**src/rtl/dat_mem_copier.sv**
```systemverilog
// rtl/dat_mem_copier.sv - byte block copier mastering the single-port data memory (optional DAT_COPY_CHECKSUM_EN)
module dat_mem_copier #(
  parameter int AW = 8,
  parameter int DW = 8
) (
  input  logic          clk,
  input  logic          rst_n,
  input  logic          start,
  input  logic [AW-1:0] src_addr,
  input  logic [AW-1:0] dst_addr,
  input  logic [AW-1:0] len,
  output logic          busy,
  output logic          done,
  output logic [AW-1:0] mem_addr,
  output logic          mem_wr_en,
  output logic [DW-1:0] mem_wdata,
`ifdef DAT_COPY_CHECKSUM_EN
  output logic [DW-1:0] csum,
`endif
  input  logic [DW-1:0] mem_rdata
);

  typedef enum logic [1:0] {
    S_IDLE  = 2'd0,
    S_READ  = 2'd1,
    S_WRITE = 2'd2,
    S_DONE  = 2'd3
  } state_t;

  state_t        state_q, state_d;
  logic [AW-1:0] src_q, src_d;
  logic [AW-1:0] dst_q, dst_d;
  logic [AW-1:0] cnt_q, cnt_d;
  logic [DW-1:0] hold_q, hold_d;
`ifdef DAT_COPY_CHECKSUM_EN
  logic [DW-1:0] csum_q, csum_d;
`endif

  // State and datapath registers; reset aborts any copy in flight.
  always_ff @(posedge clk or negedge rst_n) begin
    if (!rst_n) begin
      state_q <= S_IDLE;
      src_q   <= '0;
      dst_q   <= '0;
      cnt_q   <= '0;
      hold_q  <= '0;
`ifdef DAT_COPY_CHECKSUM_EN
      csum_q  <= '0;
`endif
    end else begin
      state_q <= state_d;
      src_q   <= src_d;
      dst_q   <= dst_d;
      cnt_q   <= cnt_d;
      hold_q  <= hold_d;
`ifdef DAT_COPY_CHECKSUM_EN
      csum_q  <= csum_d;
`endif
    end
  end

  // Next-state logic: one byte moves per READ/WRITE pair, in ascending order.
  always_comb begin
    state_d = state_q;
    src_d   = src_q;
    dst_d   = dst_q;
    cnt_d   = cnt_q;
    hold_d  = hold_q;
`ifdef DAT_COPY_CHECKSUM_EN
    csum_d  = csum_q;
`endif
    case (state_q)
      S_IDLE: begin
        if (start) begin
          src_d   = src_addr;
          dst_d   = dst_addr;
          cnt_d   = len;
`ifdef DAT_COPY_CHECKSUM_EN
          csum_d  = '0;
`endif
          state_d = (len != '0) ? S_READ : S_DONE;
        end
      end
      S_READ: begin
        hold_d  = mem_rdata;
        state_d = S_WRITE;
      end
      S_WRITE: begin
        src_d   = src_q + AW'(1);
        dst_d   = dst_q + AW'(1);
        cnt_d   = cnt_q - AW'(1);
`ifdef DAT_COPY_CHECKSUM_EN
        csum_d  = csum_q + hold_q;
`endif
        state_d = (cnt_q == AW'(1)) ? S_DONE : S_READ;
      end
      default: begin
        state_d = S_IDLE;
      end
    endcase
  end

  // Moore outputs decoded from registered state only.
  always_comb begin
    busy      = (state_q == S_READ) || (state_q == S_WRITE);
    done      = (state_q == S_DONE);
    mem_wr_en = (state_q == S_WRITE);
    mem_wdata = hold_q;
    mem_addr  = '0;
    if (state_q == S_READ) begin
      mem_addr = src_q;
    end else if (state_q == S_WRITE) begin
      mem_addr = dst_q;
    end
  end

`ifdef DAT_COPY_CHECKSUM_EN
  assign csum = csum_q;
`endif

endmodule

```
**config.mk**
```make
export PLATFORM = sky130hd
export DESIGN_NAME = dat_mem_copier
export DESIGN_NICKNAME = d
export VERILOG_FILES = /design/src/rtl/dat_mem_copier.sv
export SDC_FILE = /design/constraint.sdc
export NUM_CORES = 1
export LEC_CHECK = 0
export BUFFER_PORTS_ARGS = -buffer_cell sky130_fd_sc_hd__buf_2
export CORE_MARGIN = 1
export CORE_UTILIZATION = 35
export DETAILED_ROUTE_END_ITERATION = 8
export GPL_ROUTABILITY_DRIVEN = 0
export GPL_TIMING_DRIVEN = 0
export PLACE_DENSITY = 0.6
export SLEW_MARGIN = 30
export SYNTH_ARGS = -nofsm -noshare
export SYNTH_HDL_FRONTEND = slang
export SYNTH_SLANG_ARGS = --single-unit
```
**constraint.sdc**
```tcl
create_clock -name clk -period 2.3 [get_ports clk]
set_input_delay 0.345 -clock clk [delete_from_list [all_inputs] [get_ports clk]]
set_output_delay 0.345 -clock clk [all_outputs]
set_load 0.03 [all_outputs]
```
# [Yosys cells after proc, flatten, opt, wreduce, memory -nomap -nowiden]
# Cells that the tools add are included.
[word_totals] inputBits=35 mem_bits_ro=0 mem_bits_rw=0 word_cells=30 latchBits=0 mem_count=0 register_bits=34
[classes] eq_ne=5 bitwise=0 mul=0 n_reduce_logical=5 shifts=0 addsub=3 n_div=0 muxes=12 n_lt_le_gt_ge=0
[op_table] op="$pmux 8 s2" n=3
[op_table] op="$mux 8" n=5
[op_table] op="$add 8x1->8 const B" n=2
[op_table] op="$eq 8x1->1 const B" n=1
[op_table] op="$reduce_bool 8->1" n=1
[op_table] op="$sub 8x1->8 const B" n=1
[op_table] op="$mux 2" n=3
[op_table] op="$pmux 2 s3" n=1
[op_table] op="$eq 2x2->1 const B" n=2
[op_table] op="$eq 2x1->1 const B" n=1
[op_table] op="$logic_not 2->1" n=1
[op_table] op="$ne 2x2->1 const B" n=1
[op_table] op="$reduce_and 2->1" n=1
[op_table] op="$reduce_bool 2->1" n=1
[op_table] op="$logic_or 1x1->1" n=1

# [Depth between registers and ports, before layout]
[logic_depth] word_depth=4 mapped_depth=8 mapped_depth_nobuf=6

# [Worst setup path after synthesis]
# No wires, ideal clock.
[synth_path] path_kind="register to output" start="register state_q[0]" end="output port mem_addr[0]" path_slack_ns=-0.258 stages_incl_launch_ff=8 path_buffers=3 t_required_ns=1.955 arrival_ns=2.213 cell_sequence="dfrtp_1 -> inv_1 -> ha_1 -> clkbuf_1 -> clkbuf_1 -> clkbuf_1 -> nand2_1 -> o21ai_1"
[synth_between] elab_chain_len=3 elab_cells_between_ends=4 cone_classes="eq/ne: 2; mux: 2"
[synth_lines] element="from (decl)" line_no="30" rtl="state_t state_q, state_d;"
[synth_lines] element="from (signal assigned)" line_no="51" rtl="state_q <= state_d;"
[synth_lines] element="$eq 2x2->1"
[synth_lines] element="named net mem_wr_en" line_no="15" rtl="output logic mem_wr_en,"
[synth_lines] element="$mux 8" line_no="112" rtl="end else if (state_q == S_WRITE) begin"
[synth_lines] element="$mux 8" line_no="110" rtl="if (state_q == S_READ) begin"
[synth_lines] element="to (decl)" line_no="14" rtl="output logic [AW-1:0] mem_addr,"
# The timed path passes the listed nets, and every way through them passes these cells.

# [Worst setup path after layout]
[layout_path] start="register state_q[0]" end="output port mem_addr[7]"
[layout_between] elab_chain_len=3 elab_cells_between_ends=4 cone_classes="eq/ne: 2; mux: 2"
[layout_lines] element="$eq 2x2->1" line_no="112"
[layout_lines] element="$mux 8" line_no="112"
[layout_lines] element="$mux 8 *" line_no="110"
# Mark *: on every way between the ends. The rest lies on a longest branch, timed or not.

==> impl_metrics.ini <==
[status]
status = finished, final reports clean

[global_routing]
grtUsageMet1 = 0.2841
antenna_found_initial = 0
grt_max_degree = 35
grt_pass1_wl_um = 12150
grt_use_total = 0.2119
gr-total-overflow = 0
use_met3 = 0.03561
grtUsageMet2 = 0.3455
busiest_layer = met2
grt_pass1_vias = 2461

[synthesis]
synth_edf_count = 0
syn-cell-area_um2 = 2457
ys_types = 40
synthCells = 302
synth_area_leaders = dfrtp_1 35%, o22ai_1 5.6%, a21oi_1 5.5%, nand2_1 5.5%, ha_1 4.6%
syn_area_per_cell_um2 = 8.137
synth_top_cell_by_area = dfrtp_1
yosysMostFrequentCell = nand2_1
synth_nets = 346
ys_ff_latch = 34
synth_top_area_frac = 0.3462
synth_common_cells = 36 x nand2_1, 34 x dfrtp_1, 27 x a21oi_1, 22 x o22ai_1, 21 x clkbuf_1
ys.flop_type = dfrtp_1
ys_seq_area_frac = 0.3462
synth_async_sr_flop_share = 1.000
yosys_warnings = 0

[power_and_ir_drop]
p_switching_mw = 2.317
p_leak_nw = 1.353
powerDensity_nw_per_um2 = 1500
p_seq_frac = 0.277
peakVddDrop_v = 0.0008603
comb_power_share = 0.603
p_int_mw = 2.265
power.share.switching = 0.5057
p_clk_frac = 0.121

[setup_path]
path_buf_inv = 3
cp_slowest_cell = dfrtp_1
slowest_delay_ns = 0.44
path_class = flop to output port
end_kind = output port
critPathMaxFanout = 19
worstPathCellList = inv_1 -> ha_2 -> clkbuf_8 -> nand2_1 -> o21ai_4 -> buf_2
path_delay_family = buffers and inverters
start_kind = flop
arrival_ns = 1.83
worstPathRequired_ns = 1.96

[cells_and_area]
antenna_cells = 0
area_delta_synth_final_pct = 24.34
final_nets = 403
drive_gt1_frac = 0.2278
layout.cells.non_filler = 456

[clock_network]
holdBufCountCts = 0
insertion_delay_ns = 0.29
cts_root_buf = clkbuf_8
cts_tree = built
post_cts_buffers = 0
path_clk_slew_ns = 0.08
clockBufferDepth = 2
numCtsBuffers = 5
cts_sinks = 34
htreeDepth = 2

[timing]
finClkSkew_ns = 0.009055
tightest_slew_ns = 0.8169
hold_viol = 0
slew_headroom = 0.4554
setup_violations = 0
min_period_ns = 2.173
slew_violations = 0
rsz0062_at_grt = no
clock.fmax_mhz = 460.1
setup_ws_ns = 0.1265
period_share = 0.9450

[floorplanning]
dieWidth_um = 85.79
row_count = 30
start_util = 0.3617
core_area_um2 = 6794
die_y_um = 85.79
io_pins = 54
dieArea_um2 = 7360

[place]
dp.cells = 451
pre_cts_slack_ns = -0.3551
dp_hpwl_um = 5263
io_buffers = 53

[detailed_routing]
postRouteAntennaNets = 0
first_iter_violations = 223
drt_wl_total_um = 7425
drc = 0
viasPerCell = 5.583
vias = 2546
wl_per_cell_um = 16.28
dr.pass1.iters = 5

[run]
maxCapViolations = 0

[hold_path]
hold_path.class = input port to async pin
## layout make-up
cell class,count,area (um2)
Fill cell,686,3739
Multi-Input combinational cell,236,1575
Sequential cell,34,850.8
Timing Repair Buffer,53,265.3
Tap cell,96,120.1
Buffer,23,115.1
Clock buffer,7,76.32
Clock inverter,1,30.03
Inverter,6,22.52
## worst paths after layout
path / slack (ns) / start / to / cells past startpoint
max: 0.13 / state_q[0] / mem_addr[7] / 6
min: 0.15 / rst_n / mem_wdata[4] / 1
max reg2reg: 0.24 / state_q[0] / src_q[5] / 7
min reg2reg: 0.49 / mem_wdata[3] / mem_wdata[3] / 1
max in group asynchronous: 1.63 / rst_n / src_q[5] / 1
min in group clk: 0.27 / mem_rdata[3] / mem_wdata[3] / 2
## cell families (layout without fill, tap and decap cells)
kind of cell / after synthesis / count (layout) / share of synthesized area
AND/OR/NAND/NOR: 109 / 109 / 0.2256
AO/OA/AOI/OAI: 98 / 98 / 0.2459
flip-flops: 34 / 34 / 0.3462
buffers and inverters: 32 / 90 / 0.05143
multiplexers: 17 / 17 / 0.07434
adder cells (fa/ha/maj): 9 / 9 / 0.04583
XOR/XNOR: 3 / 3 / 0.01069
## registers in the layout, indices dropped and copies added (netlist names)
register and cells:
mem_wdata 8, src_q 8, cnt_q 8, dst_q 8, state_q 2
## power by group through the flow
| stage | sequential (mW) | combinational [mW] | clock, mW |
|---|---|---|---|
| 2_1_floorplan | 1.33 | 1.95 | 0 |
| 3_3_place_gp | 1.26 | 2.69 | 0 |
| 3_5_place_dp | 1.27 | 2.72 | 0 |
| 4_1_cts | 1.26 | 2.75 | 0.563 |
| 5_1_grt | 1.32 | 3.03 | 0.582 |
| 6_report | 1.27 | 2.76 | 0.554 |
## stage by stage
| stage | hold slack, ns | area, um2 | setup TNS [ns] | util | total power, mW |
|---|---|---|---|---|---|
| global placement | 0.4632 | 2934 | -2.866 | 0.4319 | 3.952 |
| finish | 0.1482 | 3055 | 0 | 0.4497 | 4.582 |
| floorplan | 0.04941 | 2549 | 0 | - | 3.273 |
| global route | 0.2099 | 3055 | 0 | 0.4497 | 4.933 |
| CTS | 0.1653 | 3047 | 0 | 0.4484 | 4.578 |
| detailed placement | 0.4731 | 2934 | -2.968 | 0.4319 | 3.996 |
## metal layers
| metal | share of wire | wire, um |
|---|---|---|
| met1 | 0.47 | 3453 |
| met2 | 0.46 | 3436 |
| met3 | 0.056 | 417 |
| met4 | 0.016 | 118 |
| met5 | 0 | 0 |
## cells in the final DEF, fill, tap and decap left out, types with 2 or more instances in the layout
| master | Yosys | layout |
|---|---|---|
| and3_1 | 7 | 7 |
| clkbuf_4 | 0 | 2 |
| a21oi_1 | 27 | 27 |
| a22oi_1 | 2 | 2 |
| clkbuf_1 | 21 | 13 |
| xor2_1 | 3 | 3 |
| clkbuf_8 | 0 | 6 |
| ha_2 | 0 | 2 |
| a221oi_1 | 4 | 4 |
| nor2_1 | 16 | 16 |
| nor3_1 | 8 | 8 |
| ha_1 | 9 | 7 |
| mux2_1 | 10 | 10 |
| o311a_1 | 3 | 3 |
| o221ai_1 | 3 | 3 |
| nor2b_1 | 2 | 2 |
| o21ai_0 | 6 | 6 |
| a211o_1 | 6 | 6 |
| dfrtp_1 | 34 | 34 |
| nand2b_1 | 3 | 3 |
| nand4_1 | 2 | 2 |
| inv_1 | 6 | 6 |
| nand3_1 | 17 | 17 |
| o21ai_4 | 0 | 8 |
| nand2_1 | 36 | 36 |
| o22ai_1 | 22 | 22 |
| buf_2 | 5 | 58 |
| clkbuf_2 | 0 | 4 |
| and4_1 | 7 | 7 |
| o21ai_1 | 19 | 11 |
| or2_1 | 4 | 4 |
| mux2i_1 | 7 | 7 |
## what timing repair did
item,in CTS,in global routing
resized for setup,7,8
gates cloned,0,0
endpoints found under the setup margin,22,24
No activity file was read; power rests on OpenSTA's default activity.
